$ cat src/rtl/btn_pkg.sv
// Shared constants for the button conditioner: default timing and button indices.
// Optional feature macro: BTN_REPEAT_EN (auto-repeat on up/down).
package btn_pkg;

  localparam int DEBOUNCE_CYCLES_DEF = 500000;    // 5 ms @ 100 MHz
  localparam int CNT_W_DEF           = 19;
  localparam int REPEAT_DELAY_DEF    = 50000000;  // 500 ms before auto-repeat
  localparam int REPEAT_PERIOD_DEF   = 20000000;  // 200 ms between repeats

  // Button indices; lower index wins when several buttons pulse together.
  localparam int BTN_L   = 0;
  localparam int BTN_R   = 1;
  localparam int BTN_U   = 2;
  localparam int BTN_D   = 3;
  localparam int NUM_BTN = 4;

  typedef logic [NUM_BTN-1:0] btn_vec_t;

endpackage

$ cat src/rtl/btn_debounce.sv
// One raw input: 2-flop synchronizer, hold-time debounce counter, stable level
// and a one-cycle strobe on every accepted 0->1 transition.
module btn_debounce #(
  parameter int DEBOUNCE_CYCLES = 500000,
  parameter int CNT_W           = 19
) (
  input  logic clk,
  input  logic rst_n,
  input  logic raw,
  output logic stable,
  output logic rise
);

  localparam logic [CNT_W-1:0] CNT_LAST = CNT_W'(DEBOUNCE_CYCLES - 1);

  logic [1:0]       sync_q;
  logic [CNT_W-1:0] cnt;

  // Synchronize, then accept a new level only after it holds DEBOUNCE_CYCLES cycles.
  always_ff @(posedge clk or negedge rst_n) begin
    if (!rst_n) begin
      sync_q <= '0;
      cnt    <= '0;
      stable <= 1'b0;
      rise   <= 1'b0;
    end else begin
      sync_q <= {sync_q[0], raw};
      rise   <= 1'b0;
      if (sync_q[1] == stable) begin
        cnt <= '0;
      end else if (cnt == CNT_LAST) begin
        stable <= sync_q[1];
        rise   <= sync_q[1];
        cnt    <= '0;
      end else begin
        cnt <= cnt + 1'b1;
      end
    end
  end

endmodule

$ cat src/rtl/btn_conditioner.sv
// Guessing-game front end: debounces four buttons and the enable switch, emits
// one-cycle press pulses (priority left > right > up > down, gated by enable).
// Optional feature macro: BTN_REPEAT_EN adds auto-repeat pulses on up/down.
module btn_conditioner
  import btn_pkg::*;
#(
  parameter int DEBOUNCE_CYCLES = DEBOUNCE_CYCLES_DEF,
  parameter int CNT_W           = CNT_W_DEF,
  parameter int REPEAT_DELAY    = REPEAT_DELAY_DEF,
  parameter int REPEAT_PERIOD   = REPEAT_PERIOD_DEF
) (
  input  logic clk,
  input  logic rst_n,
  input  logic btn_l,
  input  logic btn_r,
  input  logic btn_u,
  input  logic btn_d,
  input  logic sw_en,
  output logic left,
  output logic right,
  output logic up,
  output logic down,
  output logic enable
);

  // Elaboration-time sanity checks on the timing parameters.
  if ((2 ** CNT_W) <= DEBOUNCE_CYCLES) begin : g_bad_cnt_w
    $error("CNT_W too narrow for DEBOUNCE_CYCLES");
  end
  if (REPEAT_DELAY < 1 || REPEAT_PERIOD < 1) begin : g_bad_repeat
    $error("REPEAT_DELAY and REPEAT_PERIOD must be at least 1");
  end

  btn_vec_t btn_raw, btn_stable, btn_rise;
  btn_vec_t req, gnt, pulse_q;
  logic     en_rise_unused;

  assign btn_raw = {btn_d, btn_u, btn_r, btn_l};

  for (genvar g = 0; g < NUM_BTN; g++) begin : g_btn
    btn_debounce #(.DEBOUNCE_CYCLES(DEBOUNCE_CYCLES), .CNT_W(CNT_W)) u_db (
      .clk    (clk),
      .rst_n  (rst_n),
      .raw    (btn_raw[g]),
      .stable (btn_stable[g]),
      .rise   (btn_rise[g])
    );
  end

  // The enable switch is a level; its stable register drives enable directly.
  btn_debounce #(.DEBOUNCE_CYCLES(DEBOUNCE_CYCLES), .CNT_W(CNT_W)) u_db_en (
    .clk    (clk),
    .rst_n  (rst_n),
    .raw    (sw_en),
    .stable (enable),
    .rise   (en_rise_unused)
  );

`ifdef BTN_REPEAT_EN
  localparam int RPT_MAX = (REPEAT_DELAY > REPEAT_PERIOD) ? REPEAT_DELAY : REPEAT_PERIOD;
  localparam int RPT_W   = $clog2(RPT_MAX + 1);
  localparam logic [RPT_W-1:0] DELAY_LAST  = RPT_W'(REPEAT_DELAY - 1);
  localparam logic [RPT_W-1:0] PERIOD_LAST = RPT_W'(REPEAT_PERIOD - 1);

  // Slot 0 = up, slot 1 = down; left/right never repeat.
  logic [1:0]            rpt_act, rpt_first, rpt_fire;
  logic [1:0][RPT_W-1:0] rpt_cnt;
  btn_vec_t              press_gnt, rpt_req;

  assign press_gnt = gnt & btn_rise & {NUM_BTN{enable}};
  assign rpt_req   = {rpt_fire, 2'b00};

  for (genvar k = 0; k < 2; k++) begin : g_rpt
    localparam int IDX = BTN_U + k;

    // Fire once the hold counter reaches the delay (first) or the period (after).
    always_comb begin
      rpt_fire[k] = rpt_act[k] && btn_stable[IDX] && enable &&
                    (rpt_cnt[k] == (rpt_first[k] ? DELAY_LAST : PERIOD_LAST));
    end

    // Arm on the granted press pulse, count while held, drop on release or disable.
    always_ff @(posedge clk or negedge rst_n) begin
      if (!rst_n) begin
        rpt_act[k]   <= 1'b0;
        rpt_first[k] <= 1'b0;
        rpt_cnt[k]   <= '0;
      end else if (!btn_stable[IDX] || !enable) begin
        rpt_act[k] <= 1'b0;
        rpt_cnt[k] <= '0;
      end else if (press_gnt[IDX]) begin
        rpt_act[k]   <= 1'b1;
        rpt_first[k] <= 1'b1;
        rpt_cnt[k]   <= '0;
      end else if (rpt_fire[k]) begin
        rpt_first[k] <= 1'b0;
        rpt_cnt[k]   <= '0;
      end else if (rpt_act[k]) begin
        rpt_cnt[k] <= rpt_cnt[k] + 1'b1;
      end
    end
  end

  // Press strobes and repeat requests compete in the same priority chain.
  always_comb begin
    req = btn_rise | rpt_req;
    gnt = req & (~req + btn_vec_t'(1));
  end
`else
  logic btn_stable_unused;
  assign btn_stable_unused = ^btn_stable;

  // Lowest set index wins; the rest are dropped.
  always_comb begin
    req = btn_rise;
    gnt = req & (~req + btn_vec_t'(1));
  end
`endif

  // Registered one-hot pulse, suppressed whenever enable is low.
  always_ff @(posedge clk or negedge rst_n) begin
    if (!rst_n) pulse_q <= '0;
    else        pulse_q <= enable ? gnt : '0;
  end

  assign left  = pulse_q[BTN_L];
  assign right = pulse_q[BTN_R];
  assign up    = pulse_q[BTN_U];
  assign down  = pulse_q[BTN_D];

endmodule

$ cat config.mk
export PLATFORM = sky130hd
export DESIGN_NAME = btn_conditioner
export DESIGN_NICKNAME = d
export VERILOG_FILES = /design/src/rtl/btn_pkg.sv /design/src/rtl/btn_debounce.sv /design/src/rtl/btn_conditioner.sv
export SDC_FILE = /design/constraint.sdc
export NUM_CORES = 1
export LEC_CHECK = 0
export CORE_UTILIZATION = 42
export DETAILED_ROUTE_END_ITERATION = 16
export PLACE_DENSITY = 0.55
export RECOVER_POWER = 50
export SLEW_MARGIN = 0
export SYNTH_ARGS = -nofsm -noshare
export SYNTH_HDL_FRONTEND = slang
export SYNTH_SLANG_ARGS = --single-unit
$ cat constraint.sdc
create_clock -name clk -period 3.4 [get_ports clk]
set_input_delay 0.51 -clock clk [delete_from_list [all_inputs] [get_ports clk]]
set_output_delay 0.51 -clock clk [all_outputs]
set_load 0.02 [all_outputs]
* Yosys cells after proc, flatten, opt, wreduce, memory -nomap -nowiden
Index checks and enable logic that the tools add are counted.
** Storage, ports and cells
- Output and inout bits :: 5
- Register bits after elaboration :: 118
- Word-level logic and storage cells :: 67
** Cells by class
- Reductions and logical operators :: 5
- Eq/ne operators :: 10
- Add/subtract/negate cells :: 6
- Multiplexer cells :: 19
- Bitwise logic cells :: 7
** Operator list (number)
- $mux 19 :: 10
- $add 19x1->19 const B :: 5
- $eq 19x19->1 const B :: 5
- $reduce_and 2->1 :: 5
- $mux 1 :: 8
- $eq 1x1->1 :: 5
- $not 1->1 :: 5
- $add 4x1->4 const B :: 1
- $and 4x4->4 :: 1
- $mux 4 :: 1
- $not 4->4 :: 1

* Logic depth before layout (Yosys ltp)
- Word-level depth :: 4
- Mapped depth :: 6

* Cells and area by module
Synthesis repeated with hierarchy kept, for this count alone.
** Second synthesis, totals
- Cell total of the unflattened synthesis :: 560
- Area, all modules :: 5753.0 um^2
** Modules (own cells, without submodules)
- btn_debounce :: cells each 110, instances 5, area each 1118.6 um^2
- btn_conditioner :: cells each 10, instances 1, area each 160.2 um^2

* Worst setup path after synthesis
Ideal clock, no wire load.
- Path type :: register to register
- Start point :: register u_db_en.cnt[5]
- End point :: register u_db_en.stable
- Path slack :: 1.327 ns
- Period minus slack after synthesis :: 2.073 ns
- Path buffers :: 1
- Data required time :: 3.275 ns
- Library setup time :: 0.125 ns
- Cell stages (with the launch flop) :: 6
- Data arrival time :: 1.949 ns
- Cell sequence :: dfrtp_1 buf_6 or4_1 or4_4 nor2_1 mux2_2
** On the way
- Longest elaborated chain between the ends :: 2
** Ends and longest elaborated chain
- from (decl) :: RTL line btn_debounce.sv:17 : logic [CNT_W-1:0] cnt;
- from (signal assigned) :: RTL line btn_debounce.sv:36 : cnt <= cnt + 1'b1;
- $eq 19x19->1 :: RTL line btn_debounce.sv:31 : end else if (cnt == CNT_LAST) begin
- $reduce_and 2->1 (no line)
- to (signal assigned) :: RTL line btn_debounce.sv:32 : stable <= sync_q[1];
- to (decl) :: RTL line btn_debounce.sv:10 : output logic stable,
No other way between the ends.
A chain may end at the register's enable or synchronous reset.

* Worst setup path after layout
- Start point :: register g_btn[3].u_db.cnt[0]
- End point :: register g_btn[3].u_db.cnt[6]
** On the way
- Longest elaborated chain between the ends :: 3
- Elaborated cells between the ends (all ways) :: 4
- Classes of those cells :: 1 x add/sub; 1 x eq/ne; 2 x mux
** Ends and longest elaborated chain
- from (decl) :: RTL line btn_debounce.sv:17
- from (signal assigned) :: RTL line btn_debounce.sv:36
- $add 19x1->19 / $eq 19x19->1 (equally long branches) :: RTL line btn_debounce.sv:36, btn_debounce.sv:31
- $mux 19 (*) :: RTL line btn_debounce.sv:31
- $mux 19 (*) :: RTL line btn_debounce.sv:29 : if (sync_q[1] == stable) begin
Mark *: on every way between the ends. The rest lies on a longest branch, timed or not.

==> summary.md <==
| Metric | Value |
|---|---|
| Fin crit share | 0.657 |
| Max VDD drop | 0.000354 V |
| Crit end category | register |
| Placeable Area | 12700 sq um |
| CTS resizes | 0 |
| Synth Net Count | 554 |
| Period minus WS final | 2.23 ns |
| Critical path's slowest cell | o31ai_1 |
| Ys flop type | dfrtp_1 |
| Synthesized cell area | 5520 sq um |
| Kind of critical path | register to register |
| CTS Hold Bufs | 0 |
| Synth Area per Inst | 10.2 sq um |
| Maximum buffer depth of the clock tree | 2 |
| Sink Count | 118 |
| Area growth, synth to finish | 15.0% |
| Residual DRC | 0 |
| Pwr dens | 489 nW/um^2 |
| Post-synthesis cell type count | 37 |
| Cell Rows | 41 |
| Die ar. | 13600 sq um |
| Post-CTS setup buffers | 0 |
| Clk_lat worst skew | 0.41 ns |
| Final hold viol count | 0 |
| Antenna cells | 0 |
| Reg clk slew, reported paths | 0.05 ns |
| Post-route cell area | 6340 sq um |
| Via count | 3961 |
| Leading cell type in the layout, fill and taps excluded | dfrtp_1 |
| RePlAce Congestion | 0.809 |
| Number of I/O pins | 12 |
| First-pass GRT wire length | 18000 um |
| Startpoint Class | register |
| Fin Setup TNS | 0 ns |
| Fmax | 0.447 GHz |
| CTS tree | done |
| Leak | 2.49 nW |
| Congestion Overflow GR | 0 |
| Routed WL | 10500 um |
| Area leader, netlist | dfrtp_1 |
| DR iter-0 viols | 279 |
| DIE HEIGHT | 117 um |
| # Max-Cap Violations | 0 |
| Die W | 117 um |
| Gate Count Post-Synth | 542 |
| Wire per inst | 14.0 um |
| Pre-Repair DR Iteration Count | 4 |
| Register area share after synthesis | 0.535 |
| Post-synth EDFFs | 0 |
| GRT Total Usage | 0.172 |
| Most frequent cells in the layout | dfrtp_1, nor2_1, xnor2_1 |
| Cell family with most CP delay | compound AO/OA/AOI/OAI gates |
| Final Skew | 0.00809 ns |
| FF+latch count, synth | 118 |
| Largest net degree at the start of global routing | 62 |
| CP cell instances | ha_1 > nand4_1 > o31ai_1 > buf_4 > nor2_1 |
| Initial antenna violation count | 0 |
| PortBufs | 11 |
| Sequential cell area | 2950 sq um |
| Crit Path Max Fanout | 9 |
| Vias in the first global route | 3872 |
| Post-DP Area | 5830 sq um |
| Status | finished clean |
| Synth Warn # | 0 |
| Final ANT Viol Nets | 0 |
| CTS H-tree lvls | 4 |
| CP peak stage delay | 0.90 ns |
| Vias per cell | 5.29 |
| Asr flop ratio synth | 1.00 |
| Worst EP required | 3.70 ns |
| Slew @ Worst Pin | 1.44 ns |
| Initial Util | 0.434 |
| Fill count | 1195 |
| Worst EP arrival | 2.54 ns |
| CTS buffer count | 17 |
| Share of the synthesized area in the top cell type | 0.535 |
| Top area cells in the synthesized netlist | dfrtp_1, xnor2_1, nor2_1 |
| CTS root buffer | clkbuf_16 |
| Final setup vio count | 0 |
| Relative max-transition margin | 0.0413 |
| Detailed Place HPWL | 6930 um |
| Pins over their slew limit | 0 |
| Min-delay worst type | register to register |
| Area of the multi-input gates | 2420 sq um |
| Layout cells sized above 1 | 0.0832 |
| CP Buf/Inv Count | 1 |
| RSZ-0062 raised after global routing | no |
| Fin nets | 576 |
path summary, 6_finish.rpt:
kind | start | endpoint | slack (ns) | depth (start not counted)
max in group asynchronous | rst_n | g_btn[3].u_db.cnt[8] | 1.99 | 2
worst max-delay path | g_btn[3].u_db.cnt[0] | g_btn[3].u_db.cnt[6] | 1.17 | 5
min in group asynchronous | rst_n | u_db_en.cnt[15] | 0.43 | 1
worst min-delay path | g_btn[0].u_db.sync_q[0] | g_btn[0].u_db.sync_q[1] | 0.34 | 0
worst min register to register | g_btn[0].u_db.sync_q[0] | g_btn[0].u_db.sync_q[1] | 0.34 | 0
worst max register to register | g_btn[3].u_db.cnt[0] | g_btn[3].u_db.cnt[6] | 1.17 | 5
registers in the layout, indices dropped and copies added (netlist names):
name,count
u_db_en.sync_q,2
u_db_en.stable,1
pulse_q,4
u_db_en.cnt,19
g_btn.u_db.rise,4
g_btn.u_db.cnt,76
g_btn.u_db.stable,4
g_btn.u_db.sync_q,8
cell usage after synthesis (all sizes together) (2+ instances only):
library cell / n
xnor2: 45
ha: 5
nor2: 75
or2: 7
or3: 15
a21oi: 25
or4: 20
and4: 6
inv: 19
nand2: 30
nor4b: 3
dfrtp: 118
nor3b: 7
buf: 2
nor3: 13
nand4: 20
clkbuf: 12
o21ai: 12
xor2: 20
nand3: 32
mux2: 4
o31ai: 18
and3: 5
nand3b: 3
nor4: 13
and2: 6
per-layer routing:
metal | part of all wire | wire length [um] | GRT usage | up-vias
met2 | 0.44 | 4660 | 0.250 | 50
met1 | 0.51 | 5340 | 0.236 | 1933
li1 | - | - | - | 1963
met4 | 0.019 | 196 | 0.0903 | 0
met5 | 0 | 0 | 0 | -
met3 | 0.029 | 305 | 0.0431 | 15
layout make-up:
| cell class | count | area share |
|---|---|---|
| Timing Repair Buffer | 17 | 0.0256 |
| Sequential cell | 118 | 0.465 |
| Clock buffer | 28 | 0.0783 |
| Inverter | 19 | 0.0112 |
| Tap cell | 172 | 0.0339 |
| Clock inverter | 4 | 0.00316 |
| Multi-Input combinational cell | 391 | 0.382 |
through the flow:
step                      cells  total power, mW  hold WS, ns  setup WS [ns]   util
after floorplan             542             1.51        0.214           1.33      -
after global placement      717             1.56        0.334           1.22  0.458
after detailed placement    717             1.56        0.335           1.11  0.458
after CTS                   749             3.14        0.176           1.10  0.499
after global routing        749             3.21        0.355          0.875  0.499
final                       749             3.10        0.345           1.17  0.499
kinds of logic (layout without fill, tap and decap cells):
group / Yosys count / after routing / synth area share
fa+ha+maj: 5 / 5 / 0.0113
simple gates: 261 / 261 / 0.255
flops: 118 / 118 / 0.535
buf+inv: 33 / 68 / 0.0252
xor+xnor: 65 / 65 / 0.103
mux: 4 / 4 / 0.00816
compound gates: 56 / 56 / 0.0617
worst reg2reg max path, stage by stage (launching register included):
cell and delay (ns):
dfrtp_1 0.39, ha_1 0.22, nand4_1 0.25, o31ai_1 0.90, buf_4 0.30, nor2_1 0.07
report_power, final:
| part | switching (mW) | total, mW | internal [mW] |
|---|---|---|---|
| sequential | 0.0204 | 1.45 | 1.43 |
| combinational | 0.0603 | 0.0876 | 0.0274 |
| clock | 0.585 | 1.57 | 0.982 |
| total | 0.665 | 3.10 | 2.44 |
No activity file was read; power rests on OpenSTA's default activity.
